`src/rtl/ste_pkg.sv`:
```
// Shared types and helpers for the binary-to-BCD converter.
package ste_pkg;

   typedef logic [3:0] bcd_digit_t;

   typedef enum logic [1:0] {IDLE, SHIFT, DONE} b2b_state_t;

   function automatic longint unsigned pow10(input int unsigned n);
      longint unsigned r;
      r = 64'd1;
      for (int unsigned i = 0; i < n; i++) begin
         r = r * 64'd10;
      end
      return r;
   endfunction

endpackage

```
`src/rtl/ste_bcd_add3.sv`:
```
// Double-dabble digit correction: add 3 to a BCD digit of 5 or more.
module ste_bcd_add3
   import ste_pkg::*;
(
   input  bcd_digit_t din,
   output bcd_digit_t dout
);

   assign dout = (din >= 4'd5) ? din + 4'd3 : din;

endmodule

```
`src/rtl/ste_bin2bcd.sv`:
```
// Iterative binary-to-BCD converter, one shift-add-3 step per clock, with a
// one-deep pending input register and a one-cycle result strobe.
module ste_bin2bcd
   import ste_pkg::*;
#(
   parameter int unsigned DATA_W = 16,
   parameter int unsigned DIGITS = 5
) (
   input  logic                  clk,
   input  logic                  rst,
   input  logic [DATA_W-1:0]     din_i,
   input  logic                  din_update_i,
   input  logic                  clr_i,
   output logic [4*DIGITS-1:0]   bcd_o,
   output logic                  bcd_update_o,
   output logic                  busy_o,
   output logic                  drop_o
);

   localparam int unsigned BCD_W = 4 * DIGITS;
   localparam int unsigned CNT_W = (DATA_W > 1) ? $clog2(DATA_W) : 1;
   localparam logic [CNT_W-1:0] CNT_LAST = CNT_W'(DATA_W - 1);

   if (pow10(DIGITS) <= ((64'd1 << DATA_W) - 64'd1)) begin : g_param_err
      $error("ste_bin2bcd: DIGITS too small to represent 2**DATA_W-1");
   end

   b2b_state_t        state_q, state_d;
   logic [DATA_W-1:0] bin_q, bin_d;
   logic [BCD_W-1:0]  work_q, work_d;
   logic [BCD_W-1:0]  corr;
   logic [CNT_W-1:0]  cnt_q, cnt_d;
   logic [DATA_W-1:0] pend_q, pend_d;
   logic              pend_vld_q, pend_vld_d;
   logic [BCD_W-1:0]  bcd_q, bcd_d;
   logic              upd_q, upd_d;
   logic              busy_q, busy_d;
   logic              drop_q, drop_d;

   for (genvar i = 0; i < DIGITS; i++) begin : g_add3
      ste_bcd_add3 u_add3 (
         .din  (work_q[4*i +: 4]),
         .dout (corr[4*i +: 4])
      );
   end

   always_comb begin
      state_d    = state_q;
      bin_d      = bin_q;
      work_d     = work_q;
      cnt_d      = cnt_q;
      pend_d     = pend_q;
      pend_vld_d = pend_vld_q;
      bcd_d      = bcd_q;
      upd_d      = 1'b0;
      drop_d     = 1'b0;

      if (clr_i) begin
         state_d    = IDLE;
         bin_d      = '0;
         work_d     = '0;
         cnt_d      = '0;
         pend_d     = '0;
         pend_vld_d = 1'b0;
         bcd_d      = '0;
      end else begin
         unique case (state_q)
            IDLE: begin
               if (din_update_i) begin
                  bin_d   = din_i;
                  work_d  = '0;
                  cnt_d   = '0;
                  state_d = SHIFT;
               end
            end
            SHIFT: begin
               {work_d, bin_d} = {corr, bin_q} << 1;
               cnt_d = cnt_q + 1'b1;
               if (cnt_q == CNT_LAST) begin
                  state_d = DONE;
               end
               if (din_update_i) begin
                  drop_d     = pend_vld_q;
                  pend_d     = din_i;
                  pend_vld_d = 1'b1;
               end
            end
            DONE: begin
               bcd_d = work_q;
               upd_d = 1'b1;
               // Pending is older than a same-cycle update, so it converts first.
               if (pend_vld_q) begin
                  bin_d      = pend_q;
                  work_d     = '0;
                  cnt_d      = '0;
                  state_d    = SHIFT;
                  pend_vld_d = din_update_i;
                  if (din_update_i) begin
                     pend_d = din_i;
                  end
               end else if (din_update_i) begin
                  bin_d   = din_i;
                  work_d  = '0;
                  cnt_d   = '0;
                  state_d = SHIFT;
               end else begin
                  state_d = IDLE;
               end
            end
            default: state_d = IDLE;
         endcase
      end

      busy_d = (state_d != IDLE);
   end

   always_ff @(posedge clk or posedge rst) begin
      if (rst) begin
         state_q    <= IDLE;
         bin_q      <= '0;
         work_q     <= '0;
         cnt_q      <= '0;
         pend_q     <= '0;
         pend_vld_q <= 1'b0;
         bcd_q      <= '0;
         upd_q      <= 1'b0;
         busy_q     <= 1'b0;
         drop_q     <= 1'b0;
      end else begin
         state_q    <= state_d;
         bin_q      <= bin_d;
         work_q     <= work_d;
         cnt_q      <= cnt_d;
         pend_q     <= pend_d;
         pend_vld_q <= pend_vld_d;
         bcd_q      <= bcd_d;
         upd_q      <= upd_d;
         busy_q     <= busy_d;
         drop_q     <= drop_d;
      end
   end

   assign bcd_o        = bcd_q;
   assign bcd_update_o = upd_q;
   assign busy_o       = busy_q;
   assign drop_o       = drop_q;

endmodule
```
`config.mk`:
```
export PLATFORM = sky130hd
export DESIGN_NAME = ste_bin2bcd
export DESIGN_NICKNAME = d
export VERILOG_FILES = /design/src/rtl/ste_pkg.sv /design/src/rtl/ste_bcd_add3.sv /design/src/rtl/ste_bin2bcd.sv
export SDC_FILE = /design/constraint.sdc
export NUM_CORES = 1
export LEC_CHECK = 0
export ABC_AREA = 1
export ABC_CLOCK_PERIOD_IN_PS = 3100
export CORE_MARGIN = 5
export CORE_UTILIZATION = 50
export CTS_BUF_LIST = sky130_fd_sc_hd__clkbuf_8
export DETAILED_ROUTE_END_ITERATION = 10
export MAX_ROUTING_LAYER = met4
export PLACE_DENSITY_LB_ADDON = 0.1
export SLEW_MARGIN = 20
export SYNTH_ARGS = -nofsm -noshare
export SYNTH_HDL_FRONTEND = slang
export SYNTH_SLANG_ARGS = --single-unit
```
`constraint.sdc`:
```
create_clock -name clk -period 3.1 [get_ports clk]
set_input_delay 0.31 -clock clk [delete_from_list [all_inputs] [get_ports clk]]
set_output_delay 0.31 -clock clk [all_outputs]
set_load 0.05 [all_outputs]
```
* Word level (Yosys, flattened, before mapping) *
Index checks and enable logic that the tools add are counted.

word-level totals
  bits of input ports = 20
  register bits after elaboration = 82
  word-level logic and storage cells = 71

cells by class
  reductions and logical operators = 7
  equality and inequality tests = 5
  add/sub/neg operators = 6
  multiplexer cells = 38
  order comparisons = 5

operators by type and width
  cell                 count
  $mux 20              5
  $mux 16              6
  $pmux 20 s3          1
  $pmux 16 s3          1
  $pmux 16 s2          1
  $mux 4               7
  $ge 4x3->1 const B   5
  $add 4x2->4 const B  4
  $pmux 4 s3           1
  $mux 1               10
  $mux 2               3
  $ne 3x3->1 const B   2
  $pmux 2 s3           1
  $add 4x1->4 const B  1
  $eq 4x4->1 const B   1
  $reduce_and 2->1     2
  $reduce_bool 2->1    2
  $reduce_bool 4->1    1
  $add 3x2->3 const B  1
  $mux 3               1
  $reduce_bool 3->1    1
  $eq 2x1->1 const B   1
  $eq 2x2->1 const B   1
  $logic_not 2->1      1
  $pmux 1 s2           1

* Logic depth before layout (Yosys ltp) *
Gate-level depths: netlist of the first run.

  depth in word-level cells = 5
  mapped depth = 9
  mapped depth without buffers = 8

* By module *
A second synthesis of the first run with hierarchy kept.

second synthesis, totals
  cell total of the unflattened synthesis = 582
  area total of the unflattened synthesis = 4508.1 µm²

modules (own cells, without submodules)
  module        seq. area each (µm²)  times used  area each (µm²)  cells an instance
  ste_bin2bcd   2052.0                1           3832.4           467
  ste_bcd_add3  0.0                   5           135.1            23

* Worst setup path before layout of the first run *
OpenSTA, ideal clock, no wires.

  kind = flip-flop to flip-flop
  start = reg state_q[0]
  end = reg bin_q[10]
  arrival = 1.440 ns
  period minus slack after synthesis = 1.557 ns
  data required time = 2.984 ns
  cell stages (with the launch flop) = 10
  slack = 1.543 ns
  cells stage by stage = dfrtp_1 inv_1 ha_1 nand2_1 inv_2 buf_4 nand2_1 nand3_1 nand2_1 nand2_1

on the way
  cells in the longest elaborated chain, start to end = 3
  elaborated cells between the ends (all ways) = 6

RTL lines
  item                                      line                source
  from (decl)                               ste_bin2bcd.sv:28   b2b_state_t state_q, state_d;
  from (signal assigned)                    ste_bin2bcd.sv:130  state_q <= state_d;
  $eq 2x2->1, or another cell as far along  ste_bin2bcd.sv:67   unique case (state_q)
  $pmux 16 s3                               ste_bin2bcd.sv:67
  $mux 16                                   ste_bin2bcd.sv:58   if (clr_i) begin
  to (signal assigned)                      ste_bin2bcd.sv:131  bin_q <= bin_d;
  to (decl)                                 ste_bin2bcd.sv:29   logic [DATA_W-1:0] bin_q, bin_d;

Several ways; a longest one is shown, not always the timed one.
A chain may end at the register's enable or synchronous reset.

* Worst setup path in the final report of the first run *
  start = reg state_q[0]
  end = reg pend_q[9]

on the way
  cells in the longest elaborated chain, start to end = 3
  elaborated cells between the ends (all ways) = 7

RTL lines
  item                                                line                source
  $eq 2x2->1 / $eq 2x1->1 (equally long branches)     ste_bin2bcd.sv:67
  $pmux 16 s2, or another cell as far along           ste_bin2bcd.sv:67
  $mux 16 / $reduce_and 2->1 (equally long branches)  n/a
  to (signal assigned)                                ste_bin2bcd.sv:134  pend_q <= pend_d;
  to (decl)                                           ste_bin2bcd.sv:33   logic [DATA_W-1:0] pend_q, pend_d;

Several ways; a longest one is shown, not always the timed one.

==> reports/results.ini, run 1 <==
[setup_path]
crit_arrival_ns=2.39
crit_family=simple AND/OR/NAND/NOR gates
worstSetupPathType=reg2reg
start_kind=flip-flop
cpMaxStageDelayCell=nand3_2
crit_path_max_incr_delay_ns=0.44
worstPathRequired_ns=3.32
cp-end-kind=flip-flop
crit_path_max_fanout=32
path_buf_inv=2
path_cells=inv_1 -> ha_1 -> nand2_2 -> inv_1 -> nand2_1 -> nand3_2 -> nand2_1 -> o21ai_1

[finish]
seqCellArea_um2=2050
syn2layout_area_growth_pct=15.7
design_area_um2=5030
drive_gt1_frac=0.0409
diodes=0
final_cell_mix=nand2_1, dfrtp_1, nand3_1
nets=666
fillers=835
multi_input_comb_area_um2=1980
final_common_cell=nand2_1

[route]
wl_mm=9.90
viasPerCell=5.15
drtPass1Iterations=4
drc=0
ant_nets=0
dr_total_vias=3828
wl_per_cell_um=13.3
drtIter0Drc=207

[synthesis]
ys_ff_latch=82
syn_area_um2=4340
synthCells=597
yosysSeqAreaShare=0.472
ys_types=19
synth_warnings=0
synth_nets=632
syn_avg_cell_area_um2=7.28

[clock_tree]
cts_buffers=9
htree_levels=3
cts_tree=built
root_buffer=clkbuf_8
post_cts_buffers=0
cts.sinks=82
cts_resized=0
clock_latency_ns=0.35
clkTransAtPathRegs_ns=0.08
cts_hold_buffers=0
cts_max_path_buffers=2

[global_route]
grt_pass1_wl_mm=17.3
track_usage=0.210
antenna_found_initial=0
grt_pass1_vias=3790
overflow=0
grt_max_degree=43

[sta]
tns_ns=0
rsz0062_at_grt=no
fin_skew_ns=0.0125
timing.fmax_ghz=0.461
setup_violations=0
slew_headroom=0.511
hold_violations=0
worst_slew_pin_slew_ns=0.732
min_period_ns=2.17
fin_crit_sh=0.700
slew_violations=0
setup_slack_ns=0.929

[floorplan]
fp-row-count=34
die_h_um=103
die_width_um=103
ioPinCount=43
core-area_um2=8590
initial_core_util=0.506
die_area_um2=10700

[place]
preCtsSetupSlack_ns=0.585
gp_congestion=0.863
portBuffers=42
dpl-instance-area_um2=4810
dp_hpwl_mm=6.54

[worst_hold_path]
hold_class=in2async

[pwr]
p_leak_nw=2.66
vdd_drop_max_v=0.000233
p_per_area_nw_per_um2=442

[run_status]
status=finished, final reports clean

[run]
drv_cap=0

-- power breakdown --
part,total [W],internal (W),switching [W]
Sequential,0.00114,0.00111,0.0000299
Clock,0.000844,0.000465,0.000378
Combinational,0.000238,0.0000774,0.000160
-- sequential cells by signal (all words and copies together), names as in the netlist, 2 cells and up --
| signal | cells |
|---|---|
| work_q | 20 |
| bcd_o | 20 |
| bin_q | 16 |
| pend_q | 16 |
| state_q | 2 |
| cnt_q | 4 |
-- stage by stage --
step	total power, W	util	std cells	hold WS (ns)
floorplan	0.00133	-	597	0.382
global placement	0.00140	0.560	728	0.457
detailed placement	0.00140	0.560	728	0.461
CTS	0.00225	0.585	744	0.402
global route	0.00233	0.585	744	0.449
finish	0.00222	0.585	744	0.377
-- Yosys cell counts --
master	count	area, µm²
nand2_4	1	11.3
nor3_1	1	5.00
ha_1	15	188
nand3_1	54	270
buf_6	1	11.3
inv_1	44	165
nor2_1	16	60.1
nand3_2	2	20.0
dfrtp_1	82	2050
nand4_1	5	31.3
buf_4	6	45.0
nand2_2	2	12.5
o21ai_1	16	80.1
inv_2	4	15.0
clkbuf_1	6	22.5
o21ai_0	43	215
buf_2	10	50.1
a21oi_1	4	20.0
nand2_1	285	1070
-- area by class of cell --
class                   count  area share
clock buffers              10      0.0274
clock inverters             6      0.0149
inverters                  48      0.0361
multi-input cells         444       0.394
flip-flops and latches     82       0.408
well taps                 108      0.0269
repair buffers             46      0.0921
-- per-layer routing --
layer	part of all wire	global-route usage	up-vias
li1	-	-	1943
met1	0.45	0.265	1787
met2	0.48	0.344	94
met3	0.058	0.0275	4
met4	0.0057	0.0817	0
met5	0	-	-
-- cells by family (layout without fill, tap and decap cells) --
family          after synthesis  count (layout)  synth area share
buf+inv                      71             110            0.0711
flops                        82              82             0.472
simple gates                366             366             0.341
compound gates               63              63            0.0726
fa+ha+maj                    15              15            0.0432
-- final timing paths --
check | cells after the start | end | slack (ns) | startpoint
max | 8 | pend_q[9] | 0.93 | state_q[0]
min reg2reg | 2 | work_q[17] | 0.47 | work_q[17]
min in group clk | 2 | work_q[17] | 0.47 | work_q[17]
min | 2 | bcd_o[13] | 0.38 | rst
max reg2reg | 8 | pend_q[9] | 0.93 | state_q[0]
max in group asynchronous | 3 | bin_q[0] | 2.06 | rst
-- worst register-to-register path: stages, from the launching register on --
cell	delay [ns]
dfrtp_1	0.41
inv_1	0.08
ha_1	0.29
nand2_2	0.32
inv_1	0.11
nand2_1	0.10
nand3_2	0.44
nand2_1	0.22
o21ai_1	0.09
Note: power is estimated with default switching activity, not from simulation.
==> inputs of run 2 (changes only) <==
ABC_CLOCK_PERIOD_IN_PS = 2000   (was 3100)
clock period = 2 ns   (was 3.1 ns; I/O delays follow)
==> run 2 against run 1 <==
- clock skew decreased by 0.0035 ns
- largest cell class unchanged
- critical path depth stayed put
- critical path type unchanged
- die area unchanged
- hold slack got worse by 0.13 ns
==> reports/results.ini, run 2 (synthesis gave the netlist of run 1 again) <==
[clock_tree]
cts.sinks=82  ; unchanged
root_buffer=clkbuf_8
htree_levels=3  ; unchanged
clock_latency_ns=0.35  ; about the same
cts_tree=built
cts_max_path_buffers=2  ; unchanged
cts_resized=0  ; unchanged
cts_hold_buffers=0  ; unchanged
post_cts_buffers=0  ; unchanged
cts_buffers=9  ; unchanged
clkTransAtPathRegs_ns=0.08  ; about the same

[setup_path]
worstPathRequired_ns=2.28  ; -1.04 ns
critPathMostFrequentCell=nand2_1
reg2reg_to=work_q[7]
crit_path_max_fanout=21  ; -34%
path_buf_inv=2  ; unchanged
cpMaxStageDelayCell=dfrtp_1
crit_family=simple AND/OR/NAND/NOR gates
cp-end-kind=flip-flop
reg2regPathDepth=8  ; unchanged
r2r-start=state_q[0]
start_kind=flip-flop
worstSetupPathType=reg2reg
crit_path_max_incr_delay_ns=0.43  ; about the same
r2r_slack_ns=0.22  ; -0.71 ns
crit_arrival_ns=2.07  ; -0.32 ns
path_cells=inv_1 -> ha_1 -> nor2_1 -> nand2_1 -> nand2_1 -> inv_2 -> nand2_1 -> nand2_1

[route]
drtIter0Drc=210  ; +1.4%
wl_mm=9.91  ; +0.16%
drtPass1Iterations=5  ; +1
dr_total_vias=3912  ; +2.2%
dr_wl_met2_mm=4.81  ; +0.33%
viasPerCell=5.19  ; +0.84%
wl_per_cell_um=13.1  ; -1.2%
dr_wl_met3_um=456  ; -20%
ant_nets=0  ; unchanged
wl_met1_mm=4.50  ; +0.45%
top_layer=met4
drc=0  ; unchanged

[finish]
final_cell_mix=nand2_1, dfrtp_1, nand3_1
fillers=847  ; +1.4%
drive_gt1_frac=0.0604  ; +0.0195
nets=677  ; +1.7%
diodes=0  ; unchanged
fin_cells=754  ; +1.3%
final_common_cell=nand2_1
syn2layout_area_growth_pct=18.1

[floorplan]
die_width_um=103  ; unchanged
fp-row-count=34  ; unchanged
ioPinCount=43  ; unchanged
die_h_um=103  ; unchanged
core-area_um2=8590  ; unchanged
die_area_um2=10700  ; unchanged
initial_core_util=0.506  ; unchanged

[run]
drv_cap=0  ; unchanged

[sta]
timing.fmax_ghz=0.561  ; +22%
slew_violations=0  ; unchanged
min_period_ns=1.78  ; -0.389 ns
worst_slew_pin_slew_ns=0.549  ; -0.183 ns
setup_violations=0  ; unchanged
fin_crit_sh=0.891  ; +0.191
hold_violations=0  ; unchanged
setup_slack_ns=0.218  ; -0.711 ns
fin_skew_ns=0.00895  ; -0.00354 ns
tns_ns=0  ; unchanged
slew_headroom=0.633  ; +0.122
rsz0062_at_grt=no

[pwr]
clock_power_share=0.364  ; -0.015
switchingPower_w=0.000873  ; +53%
p_sw_frac=0.256  ; +0.000605
p_total_w=0.00341  ; +53%
p_seq_frac=0.520  ; +0.006
p_int_w=0.00253  ; +53%
vdd_drop_max_v=0.000372  ; +60%
combPwrFrac=0.116  ; +0.009
p_leak_nw=2.70  ; +1.7%
p_per_area_nw_per_um2=664  ; +50%

[worst_hold_path]
hold_class=in2async

[global_route]
grt_max_degree=33  ; -23%
antenna_found_initial=0  ; unchanged
overflow=0  ; unchanged
grt_pass1_wl_mm=17.3  ; +0.16%
track_usage=0.211  ; +0.00106
grt_pass1_vias=3813  ; +0.61%

[run_status]
status=finished, final reports clean

[place]
dp.cells=739  ; +1.5%
gp_congestion=0.817  ; -5.4%
preCtsSetupSlack_ns=0.243  ; -0.342 ns
dp_hpwl_mm=7.03  ; +7.5%
portBuffers=42  ; unchanged

[run 2: cell types whose count changed in the layout (fill, tap and decap cells not counted), sizes merged]
cell / delta
clkinvlp: +1
inv: -3
bufinv: -1
buf: +11
clkbuf: +2
[run 2: area by class of cell]
class	count	area [µm²]	share of cell area
Timing Repair Buffer	57	571	0.111
Clock buffer	12	165	0.0322
Tap cell	108	135	0.0263
Multi-Input combinational cell	444	1980	0.387
Clock inverter	3	38.8	0.00756
Inverter	48	184	0.0359
Sequential cell	82	2050	0.400
[run 2: worst max-delay path by stage]
| stage | endpoint | startpoint | cells past startpoint | slack, ns |
|---|---|---|---|---|
| floorplan | bin_q[10] | state_q[0] | 9 | 0.44 |
| global route | cnt_q[2] | state_q[1] | 8 | 0.03 |
| CTS | bin_q[13] | state_q[0] | 8 | 0.24 |
| finish | work_q[7] | state_q[0] | 8 | 0.22 |
| detailed placement | pend_q[0] | clr_i | 9 | 0.24 |
| global placement | bin_q[13] | state_q[0] | 8 | 0.27 |
[run 2: power by group through the flow]
| stage | clock (W) | combinational [W] | sequential [W] |
|---|---|---|---|
| floorplan | 0 | 0.000257 | 0.00180 |
| global placement | 0 | 0.000387 | 0.00180 |
| detailed placement | 0 | 0.000399 | 0.00180 |
| CTS | 0.00127 | 0.000400 | 0.00177 |
| global route | 0.00134 | 0.000452 | 0.00178 |
| finish | 0.00124 | 0.000395 | 0.00177 |
[run 2: per-layer routing]
| layer | up-vias | global-route usage |
|---|---|---|
| met3 | 16 | 0.0268 |
| met5 | - | - |
| met2 | 102 | 0.363 |
| li1 | 1966 | - |
| met1 | 1828 | 0.254 |
| met4 | 0 | 0.0757 |
[run 2: worst register-to-register path, delay by kind of cell, from the launching register on]
family	cells	cell delay [ns]
buffers and inverters	2	0.43
and+or+nand+nor	5	0.58
adders and majority gates	1	0.29
DFF	1	0.43
[run 2: stage by stage]
step	hold WS [ns]	utilization	instance area, µm²
floorplan	0.272	-	4350
global placement	0.457	0.573	4920
detailed placement	0.459	0.573	4920
CTS	0.254	0.597	5130
global route	0.274	0.597	5130
finish	0.246	0.597	5130
==> inputs of run 3 (changes only) <==
CTS_CLUSTER_SIZE = 20   (was default)
==> results of run 3 <==
Same layout as run 2: the final DEF is identical, and so are final timing and power.
